### src/rtl/mem_pkg.sv
`default_nettype none
// +-----------------------------------------------------------------------+
// | mem_pkg : shared constants and FSM encoding for the memory initiator  |
// | Rev 1.0 : initial release                                             |
// +-----------------------------------------------------------------------+
package mem_pkg;

  localparam int MEM_WORDS  = 64;
  localparam int WORD_BYTES = 4;
  localparam int MEM_BYTES  = MEM_WORDS * WORD_BYTES;

  typedef enum logic [2:0] {
    ST_IDLE  = 3'd0,
    ST_FETCH = 3'd1,
    ST_LOAD  = 3'd2,
    ST_STORE = 3'd3,
    ST_RESP  = 3'd4
  } state_e;

endpackage
`default_nettype wire

### src/rtl/mem_addr_check.sv
`default_nettype none
// +-----------------------------------------------------------------------+
// | mem_addr_check : word-alignment and range check of a byte address     |
// | Rev 1.0 : initial release                                             |
// +-----------------------------------------------------------------------+
module mem_addr_check
  import mem_pkg::*;
#(
  parameter int ADDR_W      = 32,
  parameter int LIMIT_BYTES = MEM_BYTES
) (
  input  logic [ADDR_W-1:0] addr_i,
  output logic              misaligned_o,
  output logic              out_of_range_o,
  output logic              err_o
);

  // Full-width unsigned compare so high addresses never wrap into range.
  localparam logic [ADDR_W-1:0] c_limit = ADDR_W'(LIMIT_BYTES);

  assign misaligned_o   = |addr_i[1:0];
  assign out_of_range_o = (addr_i >= c_limit);
  assign err_o          = misaligned_o | out_of_range_o;

endmodule
`default_nettype wire

### src/rtl/mem_access_ctrl.sv
`default_nettype none
// +-----------------------------------------------------------------------+
// | mem_access_ctrl : arbitrates core fetch and load/store onto memory    |
// | Rev 1.0 : initial release                                             |
// +-----------------------------------------------------------------------+
module mem_access_ctrl #(
  parameter int ADDR_W    = 32,
  parameter int DATA_W    = 32,
  parameter int MEM_WORDS = mem_pkg::MEM_WORDS
) (
  input  logic              clk,
  input  logic              rst,
  input  logic              fetch_req,
  input  logic [ADDR_W-1:0] fetch_addr,
  output logic              fetch_valid,
  output logic [DATA_W-1:0] fetch_inst,
  output logic              fetch_err,
  input  logic              ls_req,
  input  logic              ls_we,
  input  logic [ADDR_W-1:0] ls_addr,
  input  logic [DATA_W-1:0] ls_wdata,
  output logic              ls_done,
  output logic [DATA_W-1:0] ls_rdata,
  output logic              ls_err,
  output logic              busy,
  output logic [ADDR_W-1:0] mem_pc,
  output logic [ADDR_W-1:0] mem_read_addr,
  output logic [ADDR_W-1:0] mem_write_addr,
  output logic [DATA_W-1:0] mem_write_data,
  output logic              mem_write_enable,
  input  logic [DATA_W-1:0] mem_inst,
  input  logic [DATA_W-1:0] mem_data_out
);

  import mem_pkg::*;

  state_e              state_q, state_d;
  logic                accept_ls, accept_fetch;
  logic [ADDR_W-1:0]   w_sel_addr;
  logic                w_misaligned, w_out_of_range, w_chk_err, w_sel_err;

  logic                fetch_valid_q, fetch_err_q, ls_done_q, ls_err_q, busy_q;
  logic [DATA_W-1:0]   fetch_inst_q, ls_rdata_q, mem_write_data_q;
  logic [ADDR_W-1:0]   mem_pc_q, mem_read_addr_q, mem_write_addr_q;
  logic                mem_we_q;

  // Load/store wins arbitration, so its address is the one checked when both request.
  assign w_sel_addr = ls_req ? ls_addr : fetch_addr;

  mem_addr_check #(
    .ADDR_W      (ADDR_W),
    .LIMIT_BYTES (MEM_WORDS * WORD_BYTES)
  ) u_addr_check (
    .addr_i         (w_sel_addr),
    .misaligned_o   (w_misaligned),
    .out_of_range_o (w_out_of_range),
    .err_o          (w_chk_err)
  );

  assign w_sel_err = w_chk_err | w_misaligned | w_out_of_range;

  always_comb begin
    state_d      = state_q;
    accept_ls    = 1'b0;
    accept_fetch = 1'b0;
    case (state_q)
      ST_IDLE: begin
        if (ls_req) begin
          accept_ls = 1'b1;
          if (w_sel_err)  state_d = ST_RESP;
          else if (ls_we) state_d = ST_STORE;
          else            state_d = ST_LOAD;
        end else if (fetch_req) begin
          accept_fetch = 1'b1;
          state_d      = w_sel_err ? ST_RESP : ST_FETCH;
        end
      end
      ST_FETCH, ST_LOAD, ST_STORE: state_d = ST_RESP;
      ST_RESP:                     state_d = ST_IDLE;
      default:                     state_d = ST_IDLE;
    endcase
  end

  always_ff @(posedge clk) begin
    if (rst) begin
      state_q          <= ST_IDLE;
      busy_q           <= 1'b0;
      fetch_valid_q    <= 1'b0;
      fetch_err_q      <= 1'b0;
      fetch_inst_q     <= '0;
      ls_done_q        <= 1'b0;
      ls_err_q         <= 1'b0;
      ls_rdata_q       <= '0;
      mem_pc_q         <= '0;
      mem_read_addr_q  <= '0;
      mem_write_addr_q <= '0;
      mem_write_data_q <= '0;
      mem_we_q         <= 1'b0;
    end else begin
      state_q       <= state_d;
      busy_q        <= (state_d != ST_IDLE);
      fetch_valid_q <= 1'b0;
      ls_done_q     <= 1'b0;
      mem_we_q      <= 1'b0;

      if (accept_ls) begin
        if (w_sel_err) begin
          ls_done_q  <= 1'b1;
          ls_err_q   <= 1'b1;
          ls_rdata_q <= '0;
        end else if (ls_we) begin
          mem_write_addr_q <= ls_addr;
          mem_write_data_q <= ls_wdata;
          mem_we_q         <= 1'b1;
        end else begin
          mem_read_addr_q <= ls_addr;
        end
      end

      if (accept_fetch) begin
        if (w_sel_err) begin
          fetch_valid_q <= 1'b1;
          fetch_err_q   <= 1'b1;
          fetch_inst_q  <= '0;
        end else begin
          mem_pc_q <= fetch_addr;
        end
      end

      case (state_q)
        ST_FETCH: begin
          fetch_inst_q  <= mem_inst;
          fetch_valid_q <= 1'b1;
          fetch_err_q   <= 1'b0;
        end
        ST_LOAD: begin
          ls_rdata_q <= mem_data_out;
          ls_done_q  <= 1'b1;
          ls_err_q   <= 1'b0;
        end
        ST_STORE: begin
          ls_rdata_q <= '0;
          ls_done_q  <= 1'b1;
          ls_err_q   <= 1'b0;
        end
        default: ;
      endcase
    end
  end

  assign fetch_valid    = fetch_valid_q;
  assign fetch_inst     = fetch_inst_q;
  assign fetch_err      = fetch_err_q;
  assign ls_done        = ls_done_q;
  assign ls_rdata       = ls_rdata_q;
  assign ls_err         = ls_err_q;
  assign busy           = busy_q;
  assign mem_pc         = mem_pc_q;
  assign mem_read_addr  = mem_read_addr_q;
  assign mem_write_addr = mem_write_addr_q;
  assign mem_write_data = mem_write_data_q;

  // Reset arriving during STORE must suppress the write at that same edge.
  assign mem_write_enable = mem_we_q & ~rst;

endmodule
`default_nettype wire

### config.mk
export PLATFORM = sky130hd
export DESIGN_NAME = mem_access_ctrl
export DESIGN_NICKNAME = d
export VERILOG_FILES = /design/src/rtl/mem_pkg.sv /design/src/rtl/mem_addr_check.sv /design/src/rtl/mem_access_ctrl.sv
export SDC_FILE = /design/constraint.sdc
export NUM_CORES = 1
export LEC_CHECK = 0
export ABC_AREA = 0
export CAP_MARGIN = 20
export CORE_AREA = 2 2 158 160
export DETAILED_ROUTE_END_ITERATION = 10
export DIE_AREA = 0 0 160 162
export DONT_BUFFER_PORTS = 1
export GPL_ROUTABILITY_DRIVEN = 0
export SLEW_MARGIN = 5
export SYNTH_ARGS = -nofsm -noshare
export SYNTH_HDL_FRONTEND = slang
export SYNTH_SLANG_ARGS = --single-unit
### constraint.sdc
create_clock -name clk -period 3.83 [get_ports clk]
set_clock_uncertainty 0.2 [all_clocks]
set_input_delay 0.383 -clock clk [delete_from_list [all_inputs] [get_ports clk]]
set_output_delay 0.383 -clock clk [all_outputs]
set_load 0.1 [all_outputs]
==> results.cfg <==
[outcome]
status = finished, final reports clean

[clock_tree]
worstSkewPairLatency_ps = 500
clock-sinks = 201
clkSlewWorstSetupHoldPaths_ps = 60
cts_buffer_depth = 3
cts_root_buf = clkbuf_16
htreeDepth = 1
cts_setup_buffers = 0
cts_tree = yes
cts_buffers = 22

[finish]
diodes = 0
final_nets = 994
final_core_util_pct = 39.1
area_growth_pct = 31.4
fillCellCount = 2316
layout-drive-gt1-share_pct = 7.93

[power_and_ir_drop]
power.density_mw_per_mm2 = 494
vdd_ir_drop_max_mv = 0.277
p_leak_uw = 0.00365

[global_route]
grt_overflow = 0
grtUsageTotal_pct = 14.6
grt_first_pass_wirelength_um = 30600
antenna_found_initial = 0
grt_pass1_vias = 5515
grt_max_degree = 98

[timing]
final_hold_viol_count = 0
drv_slew = 0
tns_ps = 0
setup_viol = 0
min_period_over_period_pct = 63.6
worstMarginPinSlew_ps = 1090
max_slew_margin_pct = 26.8
fin_crit_ps = 2430
rsz0062_at_grt = false
hold-worst-slack_ps = 29.0
max_freq_mhz = 411

[synth]
synth_async_sr_flop_share_pct = 0
synth_ff_type = dfxtp_1
ys_top_cells_by_area = dfxtp_1 56%, nand2b_1 7.2%, and2_1 6.9%
synth-edff-count = 0
synthDistinctLibCells = 40
avgSynthCellArea_um2 = 9.84
synth-seq-cells = 201
yosysTopAreaCell = dfxtp_1
synth_nets = 894
yosysMostFrequentCell = dfxtp_1
synth_area_mm2 = 0.00717
syn_inst = 729
synth_warnings = 0
yosys-top-cells-count = 201 x dfxtp_1, 101 x nand2_1, 82 x nand2b_1, 79 x and2_1, 73 x o21ai_0
synth_seq_area_share_pct = 56.1
netlist.area_leader.share_pct = 56.1

[worst_setup_path]
setup.worst_path.class = flip-flop to flip-flop
crit_path_start_kind = flip-flop
critPathRequiredTime_ps = 4080
worstPathArrival_ps = 2690
r2r_cells = 7
regToRegSetupSlack_ps = 1400
r2r-end = mem_pc[7]
timing.rr.start = state_q[1]
end_kind = flip-flop
path_max_fanout = 7

[route]
wl_met2_um = 9260
wl_met3_um = 1830
highest_layer = met4
wl_um = 20000
drt_first_pass_iters = 5
vias_per_cell = 4.63
routedWlPerCell_um = 17.1
drc = 0
drtIter0Drc = 362
routedLengthMet1_um = 8150
vias = 5410
antenna_left = 0

[die]
core_area_mm2 = 0.0241
die_area_mm2 = 0.0259
die_h_um = 162
io_pins = 363
die_w_um = 160
start_util_pct = 29.8
core.rowCount = 57

[place]
dpl.hpwl_um = 12800
port_buffers = 0

[job]
maxCapViolCount = 0

[min_path]
worstHoldEndpoint = state_q[0]
hold_depth = 3
timing.hold.worst.start = ls_req
hold_path.class = input pin to flip-flop
-- power breakdown --
group	internal, µW	switching (µW)
clock	1490	841
sequential	2090	30.4
combinational	111	87.3
-- stage by stage --
stage	setup slack, ps	area, µm²	total power (µW)	std cells
after global routing	1230	9420	4820	1169
after CTS	1360	9420	4720	1169
after detailed placement	979	7470	2260	1017
final	1400	9420	4650	1169
after global placement	1060	7470	2260	1017
after floorplan	1370	7170	2250	729
-- critical path, stage by stage (launching register included) --
cell           delay (ps)
dfxtp_1               390
nor3_1                340
nand2_1               190
a21oi_1               290
buf_4                 210
nand3_1                80
a21oi_1               140
dlygate4sd3_1         550
-- what timing repair did --
action / CTS / global route
endpoints found under the hold margin: 158 / 0
hold buffers: 112 / 0
endpoints found under the setup margin: 0 / 0
gates resized for setup: 0 / 0
-- logic make-up after synthesis --
group	count (synthesis)	share of synthesized area, %
simple gates	309	23.6
flops	201	56.1
compound gates	128	11.1
buf+inv	47	3.12
mux	44	6.14
-- placed cells by master (no fill, tap or decap), types with 8 or more instances in the layout --
master	count
clkbuf_16	23
a22oi_1	32
nand2_1	101
buf_4	10
nor3_1	8
o21ai_0	73
nand2b_1	82
dlygate4sd3_1	111
a21oi_1	8
dfxtp_1	201
and2_1	79
mux2i_1	44
-- routing by layer --
metal  up-vias  global-route usage, %
met5         -                      0
met4         0                   5.86
met3        50                   4.70
met2       258                   23.9
met1      2455                   17.8
li1       2647                      -
-- final cells by class --
type                       count  area (µm²)  area share, %
clock buffer                  27         621           6.59
clock inverter                13         196           2.08
inverter                       1        3.75         0.0398
multi-input combinational    481        2960           31.4
sequential                   201        4020           42.7
tap                          324         405           4.30
timing repair buffer         122        1210           12.9
-- sequential cells by signal (all words and copies together) (netlist names), 3 cells and up --
| register | cells |
|---|---|
| mem_pc | 32 |
| state_q | 3 |
| ls_rdata | 32 |
| mem_read_addr | 32 |
| mem_write_addr | 32 |
| fetch_inst | 32 |
| mem_write_data | 32 |
-- how the worst max path moves through the flow --
stage                     depth (start not counted)        start  slack [ps]            endpoint
after floorplan                                   2          rst        1370    mem_write_enable
after global placement                            6  ls_addr[13]        1060  mem_write_data[27]
after detailed placement                          6  ls_addr[13]         980  mem_write_data[10]
after CTS                                         7   state_q[1]        1360           mem_pc[7]
after global routing                              7   state_q[1]        1230           mem_pc[7]
final                                             7   state_q[1]        1400           mem_pc[7]
Power figures use the tool's default switching activity.
